--- config.mk ---
export PLATFORM = sky130hd
export DESIGN_NAME = eth_tx_arbiter_flat
export DESIGN_NICKNAME = d
export VERILOG_FILES = /design/src/rtl/eth_tx_arbiter_if.sv /design/src/rtl/eth_tx_arbiter.sv /design/src/flat_wrapper.sv
export SDC_FILE = /design/constraint.sdc
export NUM_CORES = 1
export LEC_CHECK = 0
export BUFFER_PORTS_ARGS = -buffer_cell sky130_fd_sc_hd__buf_2
export CAP_MARGIN = 20
export CORE_ASPECT_RATIO = 1.1
export CORE_UTILIZATION = 38
export CTS_BUF_LIST = sky130_fd_sc_hd__clkbuf_4
export DETAILED_ROUTE_END_ITERATION = 8
export GPL_TIMING_DRIVEN = 0
export SLEW_MARGIN = 0
export SYNTH_ARGS = -nofsm -noshare
export SYNTH_HDL_FRONTEND = slang
export SYNTH_SLANG_ARGS = --single-unit
--- constraint.sdc ---
create_clock -name clk -period 1.6 [get_ports clk]
set_input_delay 0.24 -clock clk [delete_from_list [all_inputs] [get_ports clk]]
set_output_delay 0.24 -clock clk [all_outputs]
set_load 0.01 [all_outputs]
--- src/rtl/eth_tx_arbiter_if.sv ---
// Bundle of the two TX-engine request/data ports and the GMII output side of
// the arbiter. master = frame generators / PHY side, slave = the arbiter.
interface eth_tx_arbiter_if;
  // Port A (ARP transmitter)
  logic       a_req;
  logic       a_start;
  logic       a_tx_en;
  logic [7:0] a_txd;
  logic       a_done;
  // Port B (ICMP transmitter)
  logic       b_req;
  logic       b_start;
  logic       b_tx_en;
  logic [7:0] b_txd;
  logic       b_done;
  // Shared GMII transmit port and status
  logic       gmii_tx_en;
  logic [7:0] gmii_txd;
  logic [1:0] grant;
  logic       busy;
  logic       timeout_err;

  modport master (
    output a_req, a_tx_en, a_txd, a_done,
    output b_req, b_tx_en, b_txd, b_done,
    input  a_start, b_start, gmii_tx_en, gmii_txd, grant, busy, timeout_err
  );

  modport slave (
    input  a_req, a_tx_en, a_txd, a_done,
    input  b_req, b_tx_en, b_txd, b_done,
    output a_start, b_start, gmii_tx_en, gmii_txd, grant, busy, timeout_err
  );
endinterface

--- src/rtl/eth_tx_arbiter.sv ---
// Frame-granular round-robin arbiter sharing one GMII TX port between an ARP
// and an ICMP frame generator. All outputs are registered; data is forwarded
// with one cycle of latency. Enforces an inter-frame gap and a frame timeout.
module eth_tx_arbiter #(
  parameter int unsigned IFG_CYCLES    = 12,
  parameter logic [15:0] MAX_FRAME_CYC = 16'd3000
) (
  input logic              clk,
  input logic              rst_n,
  eth_tx_arbiter_if.slave  bus
);

  typedef enum logic [1:0] {StIdle, StStart, StSend, StIfg} state_e;

  state_e      state_q, state_d;
  logic [1:0]  grant_q, grant_d;
  logic        last_b_q, last_b_d;     // 1: B owned the port most recently
  logic [15:0] frame_cnt_q, frame_cnt_d;
  logic [15:0] ifg_cnt_q, ifg_cnt_d;
  logic        a_start_q, a_start_d;
  logic        b_start_q, b_start_d;
  logic        tx_en_q, tx_en_d;
  logic [7:0]  txd_q, txd_d;
  logic        busy_q, busy_d;
  logic        timeout_q, timeout_d;

  // Only the owner's inputs are ever looked at; the other port is ignored.
  logic       sel_tx_en;
  logic [7:0] sel_txd;
  logic       sel_done;

  assign sel_tx_en = grant_q[1] ? bus.b_tx_en : bus.a_tx_en;
  assign sel_txd   = grant_q[1] ? bus.b_txd   : bus.a_txd;
  assign sel_done  = grant_q[1] ? bus.b_done  : bus.a_done;

  // Next-state, grant decision and registered-output values.
  always_comb begin
    state_d     = state_q;
    grant_d     = grant_q;
    last_b_d    = last_b_q;
    frame_cnt_d = frame_cnt_q;
    ifg_cnt_d   = ifg_cnt_q;
    a_start_d   = 1'b0;
    b_start_d   = 1'b0;
    tx_en_d     = 1'b0;
    txd_d       = 8'h00;
    timeout_d   = 1'b0;

    unique case (state_q)
      StIdle: begin
        // A wins when alone, or on contention when B went last.
        if (bus.a_req && (!bus.b_req || last_b_q)) begin
          grant_d   = 2'b01;
          last_b_d  = 1'b0;
          a_start_d = 1'b1;
          state_d   = StStart;
        end else if (bus.b_req) begin
          grant_d   = 2'b10;
          last_b_d  = 1'b1;
          b_start_d = 1'b1;
          state_d   = StStart;
        end
      end

      StStart: begin
        frame_cnt_d = 16'd0;
        state_d     = StSend;
      end

      StSend: begin
        if (sel_done) begin
          // The byte presented alongside done is still part of the frame.
          tx_en_d   = sel_tx_en;
          txd_d     = sel_txd;
          ifg_cnt_d = 16'd0;
          state_d   = StIfg;
        end else if (frame_cnt_q >= MAX_FRAME_CYC - 16'd1) begin
          // Truncate: dropping tx_en mid-frame leaves the PHY with a bad CRC.
          timeout_d = 1'b1;
          ifg_cnt_d = 16'd0;
          state_d   = StIfg;
        end else begin
          tx_en_d = sel_tx_en;
          txd_d   = sel_txd;
          if (frame_cnt_q != 16'hFFFF) begin
            frame_cnt_d = frame_cnt_q + 16'd1;
          end
        end
      end

      StIfg: begin
        if (ifg_cnt_q == 16'(IFG_CYCLES - 1)) begin
          grant_d = 2'b00;
          state_d = StIdle;
        end else begin
          ifg_cnt_d = ifg_cnt_q + 16'd1;
        end
      end

      default: begin
        state_d = StIdle;
        grant_d = 2'b00;
      end
    endcase

    busy_d = (state_d != StIdle);
  end

  // State and output registers; reset drops the GMII port immediately.
  always_ff @(posedge clk or negedge rst_n) begin
    if (!rst_n) begin
      state_q     <= StIdle;
      grant_q     <= 2'b00;
      last_b_q    <= 1'b1;
      frame_cnt_q <= 16'd0;
      ifg_cnt_q   <= 16'd0;
      a_start_q   <= 1'b0;
      b_start_q   <= 1'b0;
      tx_en_q     <= 1'b0;
      txd_q       <= 8'h00;
      busy_q      <= 1'b0;
      timeout_q   <= 1'b0;
    end else begin
      state_q     <= state_d;
      grant_q     <= grant_d;
      last_b_q    <= last_b_d;
      frame_cnt_q <= frame_cnt_d;
      ifg_cnt_q   <= ifg_cnt_d;
      a_start_q   <= a_start_d;
      b_start_q   <= b_start_d;
      tx_en_q     <= tx_en_d;
      txd_q       <= txd_d;
      busy_q      <= busy_d;
      timeout_q   <= timeout_d;
    end
  end

  assign bus.a_start     = a_start_q;
  assign bus.b_start     = b_start_q;
  assign bus.gmii_tx_en  = tx_en_q;
  assign bus.gmii_txd    = txd_q;
  assign bus.grant       = grant_q;
  assign bus.busy        = busy_q;
  assign bus.timeout_err = timeout_q;

endmodule

--- src/flat_wrapper.sv ---
// flat-port wrapper written by rule: the top's interface ports become plain ports
module eth_tx_arbiter_flat 
#(
  parameter int unsigned IFG_CYCLES    = 12,
  parameter logic [15:0] MAX_FRAME_CYC = 16'd3000
)
  (clk, rst_n, bus_a_req, bus_a_tx_en, bus_a_txd, bus_a_done, bus_b_req, bus_b_tx_en, bus_b_txd, bus_b_done, bus_a_start, bus_b_start, bus_gmii_tx_en, bus_gmii_txd, bus_grant, bus_busy, bus_timeout_err);
  eth_tx_arbiter_if bus_i ();
  input logic clk;
  input logic rst_n;
  input wire logic [$bits(bus_i.a_req)-1:0] bus_a_req;
  input wire logic [$bits(bus_i.a_tx_en)-1:0] bus_a_tx_en;
  input wire logic [$bits(bus_i.a_txd)-1:0] bus_a_txd;
  input wire logic [$bits(bus_i.a_done)-1:0] bus_a_done;
  input wire logic [$bits(bus_i.b_req)-1:0] bus_b_req;
  input wire logic [$bits(bus_i.b_tx_en)-1:0] bus_b_tx_en;
  input wire logic [$bits(bus_i.b_txd)-1:0] bus_b_txd;
  input wire logic [$bits(bus_i.b_done)-1:0] bus_b_done;
  output wire logic [$bits(bus_i.a_start)-1:0] bus_a_start;
  output wire logic [$bits(bus_i.b_start)-1:0] bus_b_start;
  output wire logic [$bits(bus_i.gmii_tx_en)-1:0] bus_gmii_tx_en;
  output wire logic [$bits(bus_i.gmii_txd)-1:0] bus_gmii_txd;
  output wire logic [$bits(bus_i.grant)-1:0] bus_grant;
  output wire logic [$bits(bus_i.busy)-1:0] bus_busy;
  output wire logic [$bits(bus_i.timeout_err)-1:0] bus_timeout_err;
  assign bus_i.a_req = bus_a_req;
  assign bus_i.a_tx_en = bus_a_tx_en;
  assign bus_i.a_txd = bus_a_txd;
  assign bus_i.a_done = bus_a_done;
  assign bus_i.b_req = bus_b_req;
  assign bus_i.b_tx_en = bus_b_tx_en;
  assign bus_i.b_txd = bus_b_txd;
  assign bus_i.b_done = bus_b_done;
  assign bus_a_start = bus_i.a_start;
  assign bus_b_start = bus_i.b_start;
  assign bus_gmii_tx_en = bus_i.gmii_tx_en;
  assign bus_gmii_txd = bus_i.gmii_txd;
  assign bus_grant = bus_i.grant;
  assign bus_busy = bus_i.busy;
  assign bus_timeout_err = bus_i.timeout_err;
  eth_tx_arbiter #(.IFG_CYCLES(IFG_CYCLES), .MAX_FRAME_CYC(MAX_FRAME_CYC)) u_core (.clk(clk), .rst_n(rst_n), .bus(bus_i));
endmodule
==> key figures <==
Setup path
  • Critical Path Fanout Max: 5
  • Worst EP required: 1.92 ns
  • Worst reg2reg startpoint: u_core.frame_cnt_q[12]
  • Crit start category: flop
  • CP arrival: about 2.1 ns
  • Worst r2r dst: u_core.frame_cnt_q[9]
  • R2R depth: 5
  • Setup crit end kind: flop
  • Reg2Reg Setup Slack: -0.21 ns
  • Kind of critical path: flop to flop

Route
  • Final wirelength: 5.30 mm
  • DR WL/cell: approximately 14 um
  • Post-route DRC: 0
  • DR vias: 1975
  • First drt pass iteration count: 4
  • Initial drt markers: 53
  • Final antenna-violating net count: 0
  • Mean number of vias per cell: between 5 and 6

Synthesis
  • Register area share after synthesis: between 50% and 60%
  • Synth unique cells: 46
  • Ys Warns: 0
  • Area leader, netlist: dfrtp_1
  • Mapped Cells: 236
  • EDFF count, synth: 0
  • Count leader, synth: dfrtp_1
  • Mapped Area: roughly 2400 um2
  • Syn Nets: between 200 and 300
  • Top cells by area, synth: dfrtp_1 (50%), nor2_1 (5.5%), mux2i_1 (3.7%), xnor2_1 (3.2%), xor2_1 (3.2%)
  • Yosys reg bits: 50
  • Synth top area share: ~50%
  • Ys flop type: dfrtp_1
  • Synth cell count leaders: dfrtp_1 (49), nor2_1 (36), nand2_1 (20)
  • Post-synthesis average cell area: 10.4 um2
  • Async S/R FF share, synth: 100%

Timing
  • Final Cycle Share: 113%
  • Min Tclk post-route: roughly 1.8 ns
  • RSZ-0062 raised after global routing: yes
  • Clk_skew: between 0.015 and 0.02 ns
  • Final setup violating endpoints: 28
  • Final hold violations: 0
  • Worst slew pin tran: 0.653 ns
  • FMAX: roughly 550 MHz
  • Final Worst Setup Slack: -0.209 ns
  • Fin. max-slew vios: 0
  • Slew margin rel.: between 50% and 60%

Global routing
  • Grt ovf: 0
  • Vias in the first global route: roughly 1.9k
  • Largest net degree at the start of global routing: 40
  • First-pass GRT wire length: roughly 8.8 mm
  • Gr usage total: between 15 and 20%
  • Initial antenna violation count: 0

Power
  • Total chip power: 3990 uW
  • Leakage Power: around 0.0015 uW
  • Logic pwr share: between 30% and 40%
  • Clock power share: a little under a fifth
  • Sequential power share: 42.4%
  • Net Sw Power: 1380 uW
  • Sw Ratio: 34.7%
  • VDD IR max: 0.714 mV
  • Internal power: 2610 uW
  • Power per cell area: approximately 1200 nW/um2

Place
  • Placed inst area: 2780 um2
  • Routability Congestion: about 0.73
  • DP Cell Count: 355
  • I/O Buffers: 38
  • DP Wirelength: 3.57 mm

Clocking
  • Insertion delay to the later sink of the worst-skew pair: between 0.3 and 0.4 ns
  • CTS sink cnt: 50
  • Reg clk slew, reported paths: between 0.15 and 0.2 ns
  • TritonCTS clock tree: built
  • CTS Buf Count: 5
  • Clock buffer depth: 2
  • Clock root buffer: clkbuf_4
  • Htree depth: 2

Floorplan
  • Row count: 30
  • Core area: roughly 6200 um2
  • Total die area: between 6000 and 7000 um2
  • Die width: ~79 um
  • Die Span Y: 86.2 um
  • Number of top-level pins: 39
  • Initial Util: ~40%

Finish
  • Finished Cell Area: about 3200 um2
  • Area growth from synthesis to layout: 32.1%
  • # nets final: approximately 340
  • Layout cells sized above 1: 38.1%
  • Post-layout util: between 50% and 60%
  • Ant. Diodes: 0
  • Fin cells: between 300 and 400

Min path
  • Hold_sp: bus_a_req
  • Hold Path End: u_core.bus.b_start
  • Hold WC Path Type: input pin to flop
  • Hold path cells: 2

Outcome
  • Status: finished, violations left
  • Violated checks: negative setup slack

Flow run
  • Max Cap Viol: 0
[routing by layer]
| layer | global-route usage, % | part of all wire [%] |
|---|---|---|
| met1 | 21.6 | 46 |
| met2 | 26.9 | 49 |
| met3 | 3.68 | 2.4 |
| met4 | 7.74 | 2.0 |
| met5 | 0 | 0 |
[state kept, by name (all words and copies together) (netlist names)]
register,cells
u_core.state_q,2
u_core.ifg_cnt_q,16
u_core.last_b_q,1
u_core.bus.busy,1
u_core.bus.b_start,1
u_core.bus.gmii_txd,8
u_core.bus.timeout_err,1
u_core.bus.grant,2
u_core.bus.a_start,1
u_core.bus.gmii_tx_en,1
u_core.frame_cnt_q,16
[final cells by class]
type | instances | area (um2)
Fill cell | 582 | 2960
Sequential cell | 50 | 1260
Tap cell | 80 | 100
Multi-Input combinational cell | 174 | 1290
Buffer | 6 | 46.3
Timing Repair Buffer | 65 | 428
Clock buffer | 6 | 45.0
Clock inverter | 2 | 37.5
Inverter | 7 | 26.3
[critical path, stage by stage (launching register included)]
cell and delay (ns):
dfrtp_1 0.44, nor4_4 0.35, nand4_4 0.19, a2111oi_4 0.48, nand3_1 0.15, a21oi_2 0.14
[worst max-delay path by stage]
stage          slack [ns]  cells after the start                   start                     to
6_report            -0.21                      5  u_core.frame_cnt_q[12]  u_core.frame_cnt_q[9]
5_1_grt             -0.28                      5  u_core.frame_cnt_q[12]  u_core.frame_cnt_q[9]
4_1_cts             -0.16                      5  u_core.frame_cnt_q[12]  u_core.frame_cnt_q[9]
3_5_place_dp        -0.19                      7   u_core.frame_cnt_q[0]   u_core.ifg_cnt_q[11]
3_3_place_gp        -0.16                      7   u_core.frame_cnt_q[0]    u_core.ifg_cnt_q[6]
2_1_floorplan       0.006                      6  u_core.frame_cnt_q[12]  u_core.frame_cnt_q[2]
[kinds of logic (layout without fill, tap and decap cells)]
kind of cell / Yosys count / after routing / synth area share, %
flops: 50 / 50 / 51.2
fa+ha+maj: 2 / 2 / 1.02
xor+xnor: 18 / 18 / 6.44
mux: 11 / 11 / 5.06
compound gates: 35 / 36 / 11.0
simple gates: 107 / 107 / 22.8
buf+inv: 13 / 86 / 2.50
[power by group through the flow]
stage | Combinational, uW | Sequential [uW] | Clock, uW
2_1_floorplan | 792 | 1710 | 0
3_3_place_gp | 1140 | 1690 | 0
3_5_place_dp | 1160 | 1700 | 0
5_1_grt | 1710 | 1730 | 812
4_1_cts | 1380 | 1670 | 776
6_report | 1540 | 1690 | 759
[metrics by stage]
stage               hold WS (ns)  TNS [ns]  setup WS, ns
floorplan                -0.0556         0       0.00640
global placement           0.452     -4.08        -0.164
detailed placement         0.151     -5.08        -0.193
CTS                       0.0453     -2.41        -0.163
global route              0.0598     -5.07        -0.276
finish                    0.0605     -2.36        -0.209
[layout by cell type (no fill, tap or decap), drive strengths merged]
master and instances:
and2 4, nand4bb 1, xor2 9, a21o 3, and2b 1, nor4bb 1, nor3 5, mux2 1
nand4 7, dfstp 1, clkinvlp 1, xnor2 9, or2 1, nor2b 5, a21oi 12, and3 5
nor4 4, mux2i 10, nand2 20, and4 4, nor2 37, dlygate4sd3 1, ha 2, nand3 11
inv 7, a311oi 1, bufinv 1, buf 68, nand2b 1, a21boi 1, a41oi 2, o21bai 2
clkbuf 8, o21ai 6, a2111oi 1, dfrtp 49, a211oi 6, a31o 2
[timing repair]
item | CTS | global route
endpoints found under the hold margin | 11 | 0
endpoints found under the setup margin | 42 | 44
cloned | 1 | 1
buffers inserted | 13 | 11
resized for setup | 20 | 19
pin swaps | 24 | 16
hold buffers | 1 | 0
Power figures use the tool's default switching activity.
